**config.mk**
```make
export PLATFORM = sky130hd
export DESIGN_NAME = microsequencer
export DESIGN_NICKNAME = d
export VERILOG_FILES = /design/src/rtl/microsequencer.sv
export SDC_FILE = /design/constraint.sdc
export NUM_CORES = 1
export LEC_CHECK = 0
export ABC_AREA = 1
export CORE_MARGIN = 2
export CORE_UTILIZATION = 49
export DETAILED_ROUTE_END_ITERATION = 6
export HOLD_SLACK_MARGIN = 0.03
export PLACE_DENSITY_LB_ADDON = 0.15
export SYNTH_ARGS = -nofsm -noshare
export SYNTH_HDL_FRONTEND = slang
export SYNTH_SLANG_ARGS = --single-unit
```
**constraint.sdc**
```tcl
create_clock -name clk -period 3.6 [get_ports clk]
set_input_delay 0.36 -clock clk [delete_from_list [all_inputs] [get_ports clk]]
set_output_delay 0.36 -clock clk [all_outputs]
set_load 0.005 [all_outputs]
```
**src/rtl/microsequencer.sv**
```systemverilog
// MIC-1 style control-store sequencer: registered MPC from MIR sequencing
// fields, N/Z flags and MBR, with a microsubroutine return stack and stall.
module microsequencer #(
    parameter int                ADDR_W      = 9,
    parameter int                MBR_W       = 8,
    parameter int                STACK_DEPTH = 4,
    parameter logic [ADDR_W-1:0] RESET_ADDR  = '0
) (
    input  logic              clk,
    input  logic              rst,
    input  logic [ADDR_W-1:0] next_addr,
    input  logic              jmpc,
    input  logic              jamn,
    input  logic              jamz,
    input  logic              call,
    input  logic              ret,
    input  logic [ADDR_W-1:0] call_addr,
    input  logic              N,
    input  logic              Z,
    input  logic [MBR_W-1:0]  MBR,
    input  logic              stall,
    output logic [ADDR_W-1:0] MPC,
    output logic              stack_empty,
    output logic              stack_full,
    output logic              stack_err
);

    localparam int PTR_W     = $clog2(STACK_DEPTH + 1);
    localparam int IDX_W     = (STACK_DEPTH > 1) ? $clog2(STACK_DEPTH) : 1;
    localparam int MEM_DEPTH = 1 << IDX_W;

    logic [ADDR_W-1:0] mpc_reg, mpc_next;
    logic [PTR_W-1:0]  sp_reg, sp_next;
    logic              err_reg, err_next;
    logic              empty_reg, full_reg;
    logic              push;
    logic [ADDR_W-1:0] stack_mem [MEM_DEPTH];
    logic [PTR_W-1:0]  top_ptr;
    logic [ADDR_W-1:0] top_entry;

    logic              target_hi;
    logic [ADDR_W-2:0] mbr_ext;
    logic [ADDR_W-2:0] target_lo;
    logic [ADDR_W-1:0] target;

    // MBR is zero-extended into the low field only, so it never reaches the jam bit.
    always_comb begin
        mbr_ext              = '0;
        mbr_ext[MBR_W-1:0]   = MBR;
        target_hi            = next_addr[ADDR_W-1] | (jamn & N) | (jamz & Z);
        target_lo            = next_addr[ADDR_W-2:0] | (jmpc ? mbr_ext : '0);
        target               = {target_hi, target_lo};
    end

    assign top_ptr   = sp_reg - PTR_W'(1);
    assign top_entry = stack_mem[top_ptr[IDX_W-1:0]];

    always_comb begin
        mpc_next = mpc_reg;
        sp_next  = sp_reg;
        err_next = err_reg;
        push     = 1'b0;
        if (!stall) begin
            if (ret) begin
                if (!empty_reg) begin
                    mpc_next = top_entry;
                    sp_next  = sp_reg - PTR_W'(1);
                    if (call)
                        err_next = 1'b1;
                end else begin
                    mpc_next = RESET_ADDR;
                    err_next = 1'b1;
                end
            end else if (call) begin
                mpc_next = call_addr;
                if (!full_reg) begin
                    push    = 1'b1;
                    sp_next = sp_reg + PTR_W'(1);
                end else begin
                    err_next = 1'b1;
                end
            end else begin
                mpc_next = target;
            end
        end
    end

    always_ff @(posedge clk or negedge rst) begin
        if (!rst) begin
            mpc_reg   <= RESET_ADDR;
            sp_reg    <= '0;
            err_reg   <= 1'b0;
            empty_reg <= 1'b1;
            full_reg  <= 1'b0;
        end else begin
            mpc_reg   <= mpc_next;
            sp_reg    <= sp_next;
            err_reg   <= err_next;
            empty_reg <= (sp_next == '0);
            full_reg  <= (sp_next == PTR_W'(STACK_DEPTH));
        end
    end

    // Stack storage carries no reset; only the pointer defines validity.
    always_ff @(posedge clk) begin
        if (push && rst)
            stack_mem[sp_reg[IDX_W-1:0]] <= target;
    end

    assign MPC         = mpc_reg;
    assign stack_empty = empty_reg;
    assign stack_full  = full_reg;
    assign stack_err   = err_reg;

endmodule

```
==> flow_metrics.tcl <==
set metrics [dict create \
    clk_sink_count 51 \
    routed_wl_mm 5.905 \
    final_min_period_over_clock_period_pct 64.79 \
    antennaDiodeCount 0 \
    slew_headroom_pct 62.45 \
    worstSkewPairLatency_ps 320 \
    detail_route.first_pass.iterations 4 \
    critPathArrivalTime_ps 2590 \
    worst_slew_pin_slew_ps 561.5 \
    synth_cell_type_count 22 \
    finalSetupViolCount 0 \
    ant_nets 0 \
    synth_area_um2 2355 \
    max_freq_mhz 428.7 \
    tritoncts.num_buffers 5 \
    setup.worst_path.end_class "flop" \
    floorplan.die.height_um 73.32 \
    grt_pass1_wl_mm 9.397 \
    maximum_fanout_count_along_the_critical_path 22 \
    postSynthAreaPerCell_um2 9.495 \
    max_reg_flops 36 \
    grt_antenna_before_repair 0 \
    wl_per_cell_um 16.63 \
    clockBufferDepth 2 \
    buffer_ports.inserted 47 \
    global_route.overflow_total 0 \
    fin_hold_ws_ps 357.5 \
    syn-instance-count 248 \
    hold_path.class "in2async" \
    most-common-layout-cells "sky130_fd_sc_hd__nand2_1 (68), sky130_fd_sc_hd__clkdlybuf4s50_1 (47), sky130_fd_sc_hd__edfxtp_1 (36), sky130_fd_sc_hd__nand3_1 (31), sky130_fd_sc_hd__nor2_1 (23)" \
    remaining_drc_errors 0 \
    place.detailed.hpwl_mm 3.880 \
    period_minus_slack_ps 2333 \
    clkTransAtPathRegs_ps 110 \
    register_area_share_after_synthesis_pct 61.90 \
    drv_cap 0 \
    hold_bufs_at_cts 0 \
    die_area_um2 5376 \
    finalMaxSlewViolations 0 \
    grt_pass1_vias 1811 \
    track_usage_pct 23.96 \
    final_hold_viol_count 0 \
    cts_tree "built" \
    p_per_area_nw_per_um2 627.8 \
    num-nets-final 340 \
    crit_start "sp_reg[0]$_DFF_PN0_" \
    setup_crit_path_kind "reg2reg" \
    instances_no_fill 355 \
    fin_ws_ps 1267 \
    run_status "completed" \
    clock-root-buffer "sky130_fd_sc_hd__clkbuf_8" \
    crit-reg2reg-launch "sp_reg[0]$_DFF_PN0_" \
    final_tns_setup_ps 0 \
    cts.repair.resized 0 \
    required_ps 3850 \
    leakagePower_nw 1.232 \
    synthesis.yosys.warnings 0 \
    place_worst_setup_slack_ps 1244 \
    core_area_um2 4692 \
    initialDrtViolationCount 182 \
    drt-vias-per-instance 5.431 \
    syn-num-nets 288 \
    fin_worst_skew_ps 15.34 \
    filler_cell_count 404 \
    largest_net_degree_at_the_start_of_global_routing 23 \
    io_pins 48 \
    layout_commonest_cell "sky130_fd_sc_hd__nand2_1" \
    drive_gt1_share_pct 7.973 \
    post-cts-setup-buffers 0 \
    irDropWorstVdd_mv 0.2829 \
    yosys_register_bits 51 \
    rows 25 \
    die-width_um 73.32 \
    dpl.cell_count 347 \
    place_congestion 0.8666 \
    num_vias 1928 \
    layout-area-overhead-vs-synth_pct 27.58 \
    worst_setup_path_start_kind "flop" \
    rsz0062_at_grt "no" \
    start_util_pct 50.19 \
    ctsHtreeMaxLevel 2 \
]
==> metal layers <==
layer	up-vias	GRT usage, %	routed length (um)
met5	-	0	0
met4	0	7.475	89
met3	8	4.938	494
met2	88	38.14	2812
met1	905	33.27	2509
li1	927	-	-
==> report_power, final <==
| part | internal (W) | switching, W | leakage, nW |
|---|---|---|---|
| Sequential | 0.000709 | 0.0000374 | 0.494 |
| Combinational | 0.000291 | 0.000432 | 0.679 |
| Clock | 0.000211 | 0.000207 | 0.0587 |
==> synthesized netlist by cell type (all sizes together) <==
master   n  area, um2
a21oi   19      95.09
a31o     1      8.760
buf      7      50.05
clkbuf   2      7.510
clkinv   2      7.510
dfrtp   14      350.3
dfstp    1      26.28
edfxtp  36       1081
ha       4      50.05
inv     23      86.33
nand2   71      274.0
nand3   31      155.2
nand3b   1      7.510
nand4    2      12.51
nor2    24      92.59
o21ai   10      50.05
==> metrics by stage <==
stage          cell area (um2)  util [%]  total power, W
6_report                  3004     64.03        0.001886
2_1_floorplan             2355         -        0.001212
3_5_place_dp              2888     61.55        0.001466
4_1_cts                   3004     64.03        0.001888
3_3_place_gp              2888     61.55        0.001461
5_1_grt                   3004     64.03        0.002012
==> critical path: stages, from the launching register on <==
cell                       delay [ps]
sky130_fd_sc_hd__dfrtp_1          370
sky130_fd_sc_hd__buf_4            260
sky130_fd_sc_hd__inv_1             90
sky130_fd_sc_hd__ha_1             580
sky130_fd_sc_hd__clkinv_1         440
sky130_fd_sc_hd__nand2_1          180
sky130_fd_sc_hd__nand2_1           80
sky130_fd_sc_hd__nand2_1          100
sky130_fd_sc_hd__nand2_2           70
sky130_fd_sc_hd__nor2_2            90
==> logic make-up (layout without fill, tap and decap cells) <==
group                    count (synthesis)  in the layout  share of synthesized area [%]
AND/OR/NAND/NOR                        129            129                          23.01
buffers and inverters                   34             87                          6.430
flip-flops                              51             51                          61.90
adder cells (fa/ha/maj)                  4              4                          2.125
AO/OA/AOI/OAI                           30             30                          6.536
==> layout make-up <==
cell class,instances,area [um2],share of cell area (%)
Clock inverter,3,47.55,1.583
Multi-Input combinational cell,163,745.7,24.82
Sequential cell,51,1458,48.52
Clock buffer,5,68.82,2.291
Inverter,25,93.84,3.124
Timing Repair Buffer,54,523.0,17.41
Tap cell,54,67.56,2.249
==> path summary, 6_finish.rpt <==
| kind | slack (ps) | cells past startpoint | endpoint |
|---|---|---|---|
| setup reg to reg | 1270 | 9 | stack_full$_DFF_PN0_ |
| max in group asynchronous | 2970 | 2 | stack_empty$_DFF_PN1_ |
| hold / removal | 360 | 2 | MPC[8]$_DFFE_PN0N_ |
| setup / recovery | 1270 | 9 | stack_full$_DFF_PN0_ |
| hold reg to reg | 490 | 2 | MPC[3]$_DFFE_PN0N_ |
| min in group clk | 490 | 2 | MPC[3]$_DFFE_PN0N_ |
Note: power is estimated with default switching activity, not from simulation.
==> patch 1: new RTL, config.mk and constraints unchanged <==
Register the output `stack_err` once more, cleared by the reset; this adds one clock of latency there. The other outputs are not delayed to match.
--- a/src/rtl/microsequencer.sv
+++ b/src/rtl/microsequencer.sv
@@ -111,5 +111,11 @@
     assign stack_empty = empty_reg;
     assign stack_full  = full_reg;
-    assign stack_err   = err_reg;
+    always_ff @(posedge clk or negedge rst) begin
+        if (!rst) begin
+            stack_err <= '0;
+        end else begin
+            stack_err <= err_reg;
+        end
+    end
 
 endmodule
Function: changed (Yosys sat finds a counterexample within 4 cycles, from zero or initial values and one cycle with rst low).
==> patch 1 against the original RTL <==
Synthesized area grew 1.1%. Synthesized cell count grew 0.40%. Global-route usage shrank 0.91 points. Sequential cell count grew 1. Combinational power grew 2%. Clock power shrank 20%. Final cell count grew 0.28%. Cell area is essentially flat. Hold slack gained 31 ps. Maximum frequency grew 0.35%. Worst setup slack gained 8.2 ps. Routed wire length shrank 2.7%. Total power shrank 3.1%. Critical endpoint unchanged. Largest cell class unchanged. Largest power group unchanged.
==> patch 1: results <==
{
  "final_cells": 356,
  "synth_edf_count": 36,
  "synthTopCellsByArea": "edfxtp_1, dfrtp_1, nand2_1",
  "placed_area_sq_um": 2913,
  "hold_slack_ps": 388.9,
  "combPwrFrac_pct": 40.1,
  "synth.yosys.seq_area_share_pct": 62.30,
  "seqPwrFrac_pct": 41.7,
  "status": "complete, no violations",
  "clk_latency_ps": 300,
  "path_clk_slew_ps": 90,
  "place_inst": 348,
  "met2_usage_pct": 37.80,
  "synth_nets": 289,
  "cp_slowest_cell": "ha_1",
  "leakage_nw": 1.233,
  "synth_cell_types": 22,
  "yosysWarnings": 0,
  "drive_gt1_share_pct": 7.947,
  "max-vdd-ir-drop_mv": 0.2979,
  "wire_per_inst_um": 16.14,
  "largest_reg_flops": 36,
  "pg_comb_mw": 0.733,
  "cpPeakStageDelay_ps": 600,
  "fmax_mhz": 430.2,
  "finalClockSkew_ps": 5.395,
  "internal-power_mw": 1.165,
  "synthAdderAreaFrac_pct": 2.103,
  "critPathArrivalTime_ps": 2560,
  "finalNetCount": 341,
  "grt_use_met3_pct": 3.429,
  "io_buffers": 47,
  "setup_viol": 0,
  "drtIter0Drc": 130,
  "num_vias": 1885,
  "worstMarginPinSlew_ps": 540.6,
  "synth-compound-area-share_pct": 6.467,
  "grt_pass1_vias": 1969,
  "wl_met3_um": 436,
  "top_layer": "met4",
  "grt_usage_pct": 23.05,
  "h-tree-depth": 2,
  "syn_avg_cell_area_sq_um": 9.557,
  "cts_setup_buffers": 0,
  "gr-usage-met1_pct": 29.68,
  "routabilityCongestion": 0.8309,
  "hpwl_um": 3935,
  "synthArstFlopShare_pct": 30.77,
  "wl_met1_um": 2335,
  "grt_pass1_wl_um": 9121,
  "wl_met2_um": 2880
}
## patch 1: final timing paths
check,start,endpoint,cells after the start
worst max register to register,sp_reg[0],stack_full,9
worst max-delay path,sp_reg[0],stack_full,9
worst min-delay path,rst,MPC[2],2
min in group clk,err_reg,stack_err,0
max in group asynchronous,rst,stack_empty,2
worst min register to register,err_reg,stack_err,0
## patch 1: cell type report
class                           instances  area, sq um
Clock buffer                            6        82.58
Multi-Input combinational cell        163        745.7
Fill cell                             405         1687
Clock inverter                          2        10.01
Timing Repair Buffer                   54        523.0
Inverter                               25        93.84
Sequential cell                        52         1483
Tap cell                               54        67.56
## patch 1: worst max-delay path: cells and delay by family, from the launching register on
kind | cells | cell delay, ps
buffers and inverters | 3 | 810
adder cells (fa/ha/maj) | 1 | 600
flip-flops | 1 | 330
AND/OR/NAND/NOR | 5 | 520
## patch 1: cell families after synthesis
logic type	after synthesis
and+or+nand+nor	129
DFF	52
buffers and inverters	34
AOI/OAI and AO/OA	30
adders and majority gates	4
==> patch 2: new RTL, config.mk and constraints unchanged <==
Without the edit above. Set the parameter `STACK_DEPTH` to 2 (it was 4).
--- a/src/rtl/microsequencer.sv
+++ b/src/rtl/microsequencer.sv
@@ -4,5 +4,5 @@
     parameter int                ADDR_W      = 9,
     parameter int                MBR_W       = 8,
-    parameter int                STACK_DEPTH = 4,
+    parameter int                STACK_DEPTH = 2,
     parameter logic [ADDR_W-1:0] RESET_ADDR  = '0
 ) (
Formal check against the unedited RTL: not equivalent (Yosys sat finds a counterexample within 4 cycles, from zero or initial values and one cycle with rst low).
==> patch 2 against the original RTL <==
Cell area is 30% lower. Routed wire length decreased by 39%. Total power is 46% lower. Critical path depth decreased by 5. Utilization increased by 4.6 points. Synthesized area decreased by 34%. Synthesized cell count decreased by 27%. Worst setup slack improved by 94 ps. Non-clock buffer count decreased by 6. Sequential cell count down 19. Largest cell class unchanged. Highest routed layer unchanged.
==> patch 2: results <==
{
  "status": "complete, no violations",
  "rr_worst_depth": 2,
  "max_slew_margin_pct": 46.58,
  "cp_slowest_cell": "clkdlybuf4s50_1",
  "dr.pass1.iters": 5,
  "placed_area_sq_um": 2038,
  "power_per_cell_area_nw_per_um2": 482.8,
  "synthArstFlopShare_pct": 43.75,
  "path_max_fanout": 13,
  "max-vdd-ir-drop_mv": 0.2590,
  "synthTopCellsByArea": "edfxtp_1, dfrtp_1, nand2_1",
  "reg2reg_from": "sp_reg[0]",
  "pre_cts_slack_ps": 1005,
  "h-tree-depth": 2,
  "crit_path_end": "stack_mem[1][4]",
  "critPathLaunchType": "input port",
  "antenna_found_initial": 0,
  "cts-buffers-inserted": 5,
  "cpPeakStageDelay_ps": 710,
  "grt_usage_pct": 21.38,
  "rrSetupSlack_ps": 1620,
  "largest_reg_flops": 18,
  "synth_common_cells": "nand2_1, nor2_1, inv_1, edfxtp_1",
  "drive_gt1_share_pct": 6.579,
  "n_antenna_cell": 0,
  "grt_max_degree": 22,
  "critPathArrivalTime_ps": 2210,
  "synth.yosys.seq_area_share_pct": 57.04,
  "syn_inst": 180,
  "routabilityCongestion": 0.8115,
  "yosysWarnings": 0,
  "io_buffers": 47,
  "finalNetCount": 263,
  "drt_wl_total_um": 3629,
  "leakage_nw": 0.8893,
  "grt_pass1_wl_um": 5540,
  "cpLargestDelayFamily": "simple AND/OR/NAND/NOR gates",
  "hpwl_um": 2535,
  "final_cells": 272,
  "drtIter0Drc": 76,
  "synth_edf_count": 18,
  "r2r-end": "stack_mem[1][4]",
  "hold_slack_ps": 329.6,
  "finalClockSkew_ps": 14.69,
  "fin_ws_ps": 1362,
  "crit_start": "ret",
  "num_vias": 1379,
  "cts_setup_buffers": 0,
  "clk_latency_ps": 340,
  "synth_nets": 216,
  "fillCellCount": 259,
  "cts_root_buf": "clkbuf_4"
}
## patch 2: cell count changes in the layout (fill, tap and decap cells not counted), moves of 4 or more
cell      change
a31oi_1       +7
buf_4         -6
ha_1          -4
nand2_1      -23
clkbuf_4      +5
nand3_1      -27
nor2_1        +9
o211ai_1      +7
o21ai_0       -7
edfxtp_1     -18
clkbuf_8      -5
a21oi_1       -6
## patch 2: layer usage
layer	vias to the layer above	share of wire (%)	global-route usage, %
met4	0	1.9	11.18
li1	675	-	-
met1	625	36	21.22
met5	-	0	0
met3	7	9.2	6.397
met2	72	53	39.91
## patch 2: layout make-up
| type | count | area share [%] |
|---|---|---|
| clock inverter | 3 | 0.8961 |
| inverter | 24 | 4.301 |
| multi-input combinational | 116 | 24.97 |
| timing repair buffer | 48 | 22.82 |
| tap | 44 | 2.628 |
| clock buffer | 5 | 1.792 |
| sequential | 32 | 42.59 |
## patch 2: cell families (layout without fill, tap and decap cells)
family | Yosys count | after routing | synth area share (%)
simple gates | 85 | 85 | 21.68
flops | 32 | 32 | 57.04
buf+inv | 32 | 80 | 9.520
compound gates | 31 | 31 | 11.76
## patch 2: report_power, final
| group | internal (mW) | total, mW | switching [mW] |
|---|---|---|---|
| Clock | 0.0748 | 0.203 | 0.128 |
| Combinational | 0.156 | 0.300 | 0.143 |
| Sequential | 0.443 | 0.509 | 0.0653 |
| Total | 0.674 | 1.01 | 0.337 |
## patch 2: worst reg2reg max path, stage by stage (launching register included)
cell,delay (ps)
dfrtp_1,750
inv_1,200
nor2_1,670
